`config.mk`:
```
export PLATFORM = sky130hd
export DESIGN_NAME = btn_input
export DESIGN_NICKNAME = d
export VERILOG_FILES = /design/src/rtl/ddr_pkg.sv /design/src/rtl/btn_debounce.sv /design/src/rtl/btn_input.sv
export SDC_FILE = /design/constraint.sdc
export NUM_CORES = 1
export LEC_CHECK = 0
export ABC_AREA = 1
export BUFFER_PORTS_ARGS = -buffer_cell sky130_fd_sc_hd__buf_2
export CORE_ASPECT_RATIO = 1.4
export CORE_MARGIN = 1.5
export CORE_UTILIZATION = 63
export DETAILED_ROUTE_END_ITERATION = 16
export PLACE_DENSITY_LB_ADDON = 0.1
export SYNTH_ARGS = -nofsm -noshare
export SYNTH_HDL_FRONTEND = slang
export SYNTH_HIERARCHICAL = 1
export SYNTH_SLANG_ARGS = --single-unit
```
`constraint.sdc`:
```
create_clock -name clk -period 4.35 [get_ports clk]
set_input_delay 0.2175 -clock clk [delete_from_list [all_inputs] [get_ports clk]]
set_output_delay 0.2175 -clock clk [all_outputs]
set_load 0.01 [all_outputs]
```
`src/rtl/ddr_pkg.sv`:
```
// Purpose: shared constants and helpers for the arrow-button input path.
// Latency: n/a (package only).
// Backpressure: n/a (package only).
// Contents:
//   EVT_*            2-bit event codes carried in the event queue
//   DEBOUNCE_DEFAULT default debounce window in clocks (10 ms at 100 MHz)
//   NUM_*, BTN_RST_IDX  button vector layout: arrows at [3:0], game reset at [4]
//   arrow_code()     arrow index -> event code
//   sat_add8()       8-bit saturating add for the drop counter
package ddr_pkg;

  localparam logic [1:0] EVT_UP    = 2'd0;
  localparam logic [1:0] EVT_RIGHT = 2'd1;
  localparam logic [1:0] EVT_DOWN  = 2'd2;
  localparam logic [1:0] EVT_LEFT  = 2'd3;

  localparam int DEBOUNCE_DEFAULT = 1000000;

  localparam int NUM_ARROWS  = 4;
  localparam int NUM_BTNS    = 5;
  localparam int BTN_RST_IDX = 4;

  // Arrow index order matches o_level bit order {left, down, right, up}.
  function automatic logic [1:0] arrow_code(input logic [1:0] idx);
    logic [1:0] code;
    case (idx)
      2'd0:    code = EVT_UP;
      2'd1:    code = EVT_RIGHT;
      2'd2:    code = EVT_DOWN;
      default: code = EVT_LEFT;
    endcase
    return code;
  endfunction

  // Several arrows may drop in the same clock, so the increment is 0..4.
  function automatic logic [7:0] sat_add8(input logic [7:0] v, input logic [2:0] n);
    logic [8:0] s;
    s = {1'b0, v} + {6'b000000, n};
    return s[8] ? 8'hFF : s[7:0];
  endfunction

endpackage

```
`src/rtl/btn_debounce.sv`:
```
// Purpose: synchronize one raw asynchronous button and debounce it into a clean level.
// Latency: a raw input stable from before edge E moves the level at edge E+DEBOUNCE_CYCLES+1.
// Backpressure: none; free-running, one decision per clock.
// Ports:
//   clk_i, rst_ni  clock and asynchronous active-low reset
//   btn_i          raw button, asynchronous to clk_i
//   level_o        debounced level (registered)
//   rise_o         combinational; high in the cycle whose closing edge flips level_o 0->1,
//                  so anything registered from it lines up with the level flip
module btn_debounce
  import ddr_pkg::*;
#(
  parameter int DEBOUNCE_CYCLES = DEBOUNCE_DEFAULT
) (
  input  logic clk_i,
  input  logic rst_ni,
  input  logic btn_i,
  output logic level_o,
  output logic rise_o
);

  // The counter never needs to hold more than DEBOUNCE_CYCLES-1.
  localparam int CW = $clog2(DEBOUNCE_CYCLES);
  localparam logic [CW-1:0] CNT_LAST = CW'(DEBOUNCE_CYCLES - 1);
  localparam logic [CW-1:0] CNT_ONE  = CW'(1);

  logic [1:0]    sync_q;
  logic          s2;
  logic [CW-1:0] cnt_q, cnt_d;
  logic          level_q, level_d;
  logic          flip;

  always_ff @(posedge clk_i or negedge rst_ni) begin
    if (!rst_ni) begin
      sync_q <= 2'b00;
    end else begin
      sync_q <= {sync_q[0], btn_i};
    end
  end

  assign s2 = sync_q[1];

  // Any clock where the synchronized value agrees with the level restarts
  // the window, so only an uninterrupted disagreement flips the level.
  always_comb begin
    cnt_d   = cnt_q;
    level_d = level_q;
    flip    = 1'b0;
    if (s2 == level_q) begin
      cnt_d = '0;
    end else if (cnt_q == CNT_LAST) begin
      flip    = 1'b1;
      level_d = s2;
      cnt_d   = '0;
    end else begin
      cnt_d = cnt_q + CNT_ONE;
    end
  end

  always_ff @(posedge clk_i or negedge rst_ni) begin
    if (!rst_ni) begin
      cnt_q   <= '0;
      level_q <= 1'b0;
    end else begin
      cnt_q   <= cnt_d;
      level_q <= level_d;
    end
  end

  assign level_o = level_q;
  assign rise_o  = flip & s2;

endmodule

```
`src/rtl/btn_input.sv`:
```
// Purpose: debounce four arrow buttons plus a game-reset button and queue arrow press events.
// Latency: press-to-event DEBOUNCE_CYCLES+2 edges after the raw input settles; reset pulse at the level flip.
// Backpressure: i_evt_ready stalls the queue; pending presses are held while it is full, a repeat press of an already pending arrow is counted as dropped.
// Ports:
//   clk, rst                    clock and asynchronous active-low reset
//   btn_up/right/down/left      raw active-high arrow buttons
//   btn_rst                     raw active-high game-reset button
//   o_evt_valid/o_evt_code      head of event queue (FWFT), i_evt_ready pops it
//   o_level                     debounced arrow levels {left, down, right, up}
//   o_rst_pulse                 one-clock pulse on a debounced btn_rst press
//   o_drop_cnt                  saturating count of lost arrow presses
module btn_input
  import ddr_pkg::*;
#(
  parameter int DEBOUNCE_CYCLES = DEBOUNCE_DEFAULT,
  parameter int FIFO_DEPTH      = 4
) (
  input  logic       clk,
  input  logic       rst,
  input  logic       btn_up,
  input  logic       btn_right,
  input  logic       btn_down,
  input  logic       btn_left,
  input  logic       btn_rst,
  output logic       o_evt_valid,
  output logic [1:0] o_evt_code,
  input  logic       i_evt_ready,
  output logic [3:0] o_level,
  output logic       o_rst_pulse,
  output logic [7:0] o_drop_cnt
);

  localparam int AW = $clog2(FIFO_DEPTH);
  localparam logic [AW:0] PTR_ONE = (AW + 1)'(1);

  // ---------------------------------------------------------------------------
  // Debounce all five buttons
  // ---------------------------------------------------------------------------
  logic [NUM_BTNS-1:0] raw;
  logic [NUM_BTNS-1:0] level;
  logic [NUM_BTNS-1:0] rise;

  assign raw = {btn_rst, btn_left, btn_down, btn_right, btn_up};

  for (genvar g = 0; g < NUM_BTNS; g++) begin : g_btn
    btn_debounce #(
      .DEBOUNCE_CYCLES(DEBOUNCE_CYCLES)
    ) u_db (
      .clk_i  (clk),
      .rst_ni (rst),
      .btn_i  (raw[g]),
      .level_o(level[g]),
      .rise_o (rise[g])
    );
  end

  // Only the press edge of the game-reset button matters; its level has no consumer.
  logic unused_rst_level;
  assign unused_rst_level = level[BTN_RST_IDX];

  // ---------------------------------------------------------------------------
  // Event queue state (pointers carry one wrap bit to tell full from empty)
  // ---------------------------------------------------------------------------
  logic [AW:0] wr_ptr_q, wr_ptr_d;
  logic [AW:0] rd_ptr_q, rd_ptr_d;
  logic [1:0]  mem_q [FIFO_DEPTH];
  logic        empty, full, push, pop, can_push;

  assign empty       = (wr_ptr_q == rd_ptr_q);
  assign full        = (wr_ptr_q[AW] != rd_ptr_q[AW]) &&
                       (wr_ptr_q[AW-1:0] == rd_ptr_q[AW-1:0]);
  assign o_evt_valid = !empty;
  assign pop         = o_evt_valid && i_evt_ready;
  // A full queue still takes a push when the head leaves in the same clock.
  assign can_push    = !full || pop;

  // ---------------------------------------------------------------------------
  // Pending bits, arbiter, drop counting
  // ---------------------------------------------------------------------------
  logic [NUM_ARROWS-1:0] pend_q, pend_d;
  logic [NUM_ARROWS-1:0] clr;
  logic [NUM_ARROWS-1:0] drop;
  logic [1:0]            sel;
  logic [2:0]            n_drop;
  logic [7:0]            drop_q, drop_d;
  logic                  rst_pulse_q;

  always_comb begin
    // Descending scan so the lowest-index pending arrow wins.
    sel = '0;
    for (int i = NUM_ARROWS - 1; i >= 0; i--) begin
      if (pend_q[i]) begin
        sel = 2'(i);
      end
    end

    push = (|pend_q) && can_push;

    clr = '0;
    if (push) begin
      clr[sel] = 1'b1;
    end

    // A press landing on the same clock its pending bit is being pushed
    // simply re-arms the bit; only a press onto a still-held bit is lost.
    pend_d = (pend_q & ~clr) | rise[NUM_ARROWS-1:0];
    drop   = rise[NUM_ARROWS-1:0] & pend_q & ~clr;

    n_drop = '0;
    for (int i = 0; i < NUM_ARROWS; i++) begin
      n_drop = n_drop + {2'b00, drop[i]};
    end
    drop_d = sat_add8(drop_q, n_drop);

    wr_ptr_d = push ? (wr_ptr_q + PTR_ONE) : wr_ptr_q;
    rd_ptr_d = pop  ? (rd_ptr_q + PTR_ONE) : rd_ptr_q;
  end

  always_ff @(posedge clk or negedge rst) begin
    if (!rst) begin
      wr_ptr_q    <= '0;
      rd_ptr_q    <= '0;
      pend_q      <= '0;
      drop_q      <= '0;
      rst_pulse_q <= 1'b0;
    end else begin
      wr_ptr_q    <= wr_ptr_d;
      rd_ptr_q    <= rd_ptr_d;
      pend_q      <= pend_d;
      drop_q      <= drop_d;
      rst_pulse_q <= rise[BTN_RST_IDX];
    end
  end

  // Storage needs no reset: entries are only visible between push and pop.
  always_ff @(posedge clk) begin
    if (push) begin
      mem_q[wr_ptr_q[AW-1:0]] <= arrow_code(sel);
    end
  end

  // Force the code to zero when empty so stale storage never shows, including under reset.
  assign o_evt_code  = o_evt_valid ? mem_q[rd_ptr_q[AW-1:0]] : 2'b00;
  assign o_level     = level[NUM_ARROWS-1:0];
  assign o_rst_pulse = rst_pulse_q;
  assign o_drop_cnt  = drop_q;

endmodule

```
==> results.tsv <==
metric	value	unit
Post-Synth Adder-Cell Area	2.38	%
final setup margin	0.811	ns
final worst path period need	3.54	ns
PD cells	330	nW/um^2
core area	12900	um^2
final slew viol count	0	
average wire per standard cell	13.3	um
Synthesized Nets	1010	
Clock Tree Root	clkbuf_16	
Buffers on Ports	23	
post-cts sizing count	0	
worst skew pair latency	0.42	ns
status	complete, no violations	
worst r2r src	g_btn[2].u_db/cnt_q[0]	
mux share of post-synthesis cell area	0	%
CTS tree	built	
Syn Inst Count	988	
routing usage on met2	45.3	%
period utilization	81.4	%
mapped cell area	8300	um^2
sequential cell area fraction in the yosys report	43.3	%
number of H-tree levels	4	
chip width	100	um
diode count	0	
drt pass-1 iters	4	
R2R setup slack	0.81	ns
Critical Path Sink Type	flop	
max frequency	0.283	GHz
Area Growth Syn to Fin	11.8	%
Hold Path Depth	3	
GRT Util Overall	25.1	%
count of final hold-check violations	0	
vias after detailed routing	6318	
largest family of logic cells by synthesized area	simple AND/OR/NAND/NOR gates	
global routing's busiest layer	met2	
post-DP HPWL	11.7	mm
DRC viols	0	
DP Area	8620	um^2
Routed Antenna Nets	0	
DR vias/cell	5.25	
critical path startpoint	g_btn[2].u_db/cnt_q[0]	
Sink Count	142	
Post-CTS Hold Fix Bufs	6	
DR iter-0 viols	188	
Post-Route WL	16.0	mm
initial antenna violation count	0	
# fillers	987	
GPL Wtd Cong	0.945	
Synth Area in Compound Gates	3.85	%
cell row count	49	
post-route design area	9280	um^2
R2R depth	14	
VDD IR max	0.269	mV
commonest non-fill, non-tap cell in the layout	nor2_1	
pin count of the biggest net entering global routing	89	
worst min-delay path startpoint	i_evt_ready	
Post-Synth Simple-Gate Area	39.0	%
synth warn	6	
clock skew	0.00620	ns
CP Launch Type	flop	
first-pass GRT wire length	27.8	mm
most frequent cells in the layout	nor2_1, nand2_1, dfrtp_1, inv_1, nand3_1	
NumNets Final	1059	
crit path kind	flop to flop	
GR Overflow Total	0	
Least-Margin Pin Slew	0.790	ns
reg2reg end	o_drop_cnt[7]	
XOR/XNOR Fraction of Synth Area	5.94	%
Worst-path clk slew	0.06	ns
max_slew headroom	47.3	%
Max Cap Viol	0	
Final setup viols	0	
Hold Slack	0.0946	ns
grt met1 use	28.2	%
worst hold path type	primary input to flop	
setup TNS	0	ns
setup repair bufs after CTS	0	
Synth cell types	32	
synthesized flop and latch total	142	
die area	13900	um^2
Initial Utilization	64.4	%
leak pwr	4.68	nW
die height	139	um
post-place setup slack	0.818	ns
share of cells above drive strength 1	20.5	%
met3 Resource Use GR	5.59	%
CTS Buffer Depth	2	
# IOs	24	
RSZ-0062 raised after global routing	false	
CP max FO	7	
Synth Area per Inst	8.40	um^2
number of global-route vias before repair	6351	
Req. time, crit path	4.69	ns
Worst EP arrival	3.88	ns
hold worst-path end	rd_ptr_q[0]	
Inserted Clock Buffers	17	
-- kinds of logic after synthesis --
logic type | Yosys count
buf+inv | 121
compound gates | 52
xor+xnor | 52
simple gates | 607
fa+ha+maj | 14
flops | 142
-- state kept, by name, summed over array words and instances (netlist names) --
signal and flops:
o_drop_cnt 8, g_btn.u_db/cnt_q 100, pend_q 4, wr_ptr_q 3, rd_ptr_q 3, g_btn.u_db/level_o 5, o_rst_pulse 1, mem_q 8
g_btn.u_db/sync_q 10
-- where the power goes --
group / internal (mW) / switching, mW
sequential: 1.36 / 0.0340
clock: 0.891 / 0.531
combinational: 0.0841 / 0.162
total: 2.34 / 0.727
-- worst max-delay path, stage by stage (launching register included) --
cell	delay, ns
dfrtp_1	0.37
ha_1	0.21
nand3_2	0.15
nor2_4	0.16
nand3_2	0.16
nor3_1	0.23
nand3_1	0.14
fa_1	0.47
fa_1	0.46
inv_1	0.09
fa_1	0.18
nand2_1	0.10
nor3_1	0.27
nand3_1	0.28
nand3_1	0.18
-- worst max path at each step --
stage / endpoint
floorplan: o_drop_cnt[5]
global placement: o_drop_cnt[7]
detailed placement: o_drop_cnt[7]
CTS: o_drop_cnt[7]
global route: o_drop_cnt[7]
finish: o_drop_cnt[7]
-- metal layers --
layer  share of wire [%]  vias to the layer above
met2                  53                      111
met3                 2.7                       39
met1                  41                     2948
met5                   0                        -
li1                    -                     3220
met4                 3.0                        0
-- per-stage QoR --
step           cells  power [mW]  util (%)
3_5_place_dp    1165        1.66      66.9
6_report        1203        3.06      72.1
2_1_floorplan    988        1.58         -
5_1_grt         1203        3.19      72.1
3_3_place_gp    1165        1.66      66.9
4_1_cts         1203        3.10      72.1
-- synthesized netlist by cell type --
cell type  number  area (um^2)
inv_2          16         60.1
xor2_2          5         81.3
nand2_4        17          191
nor2_2         26          163
o21ai_1        11         55.1
nand2_8         1         20.0
nand3b_4        5          100
nor3_2          5         50.1
ha_1           11          138
nand3b_1        5         37.5
inv_1         105          394
fa_1            3         60.1
dfrtp_1       134         3350
a21oi_1        11         55.1
o21ai_0        14         70.1
nand3_1        81          405
nand3_2        16          160
o22ai_1         2         12.5
nand4_1        17          106
nor2_4         25          282
nand2_2        29          181
nor2_1        182          683
o21bai_2        5         56.3
o21ai_2         2         17.5
xnor2_1        17          149
nor3_1         13         65.1
o21bai_1        7         52.6
nand2_1       178          668
nor2_8          6          120
edfxtp_1        8          240
or2_2           1         6.26
xor2_1         30          263
-- final cells by class --
class                      instances  area (um^2)  share of cell area (%)
tap                              153          191                    2.06
timing repair buffer              30          189                    2.04
multi-input combinational        725         4250                    45.8
sequential                       142         3590                    38.7
clock inverter                     9         80.1                   0.863
clock buffer                      23          519                    5.60
inverter                         121          454                    4.90
No activity file was read; power rests on OpenSTA's default activity.
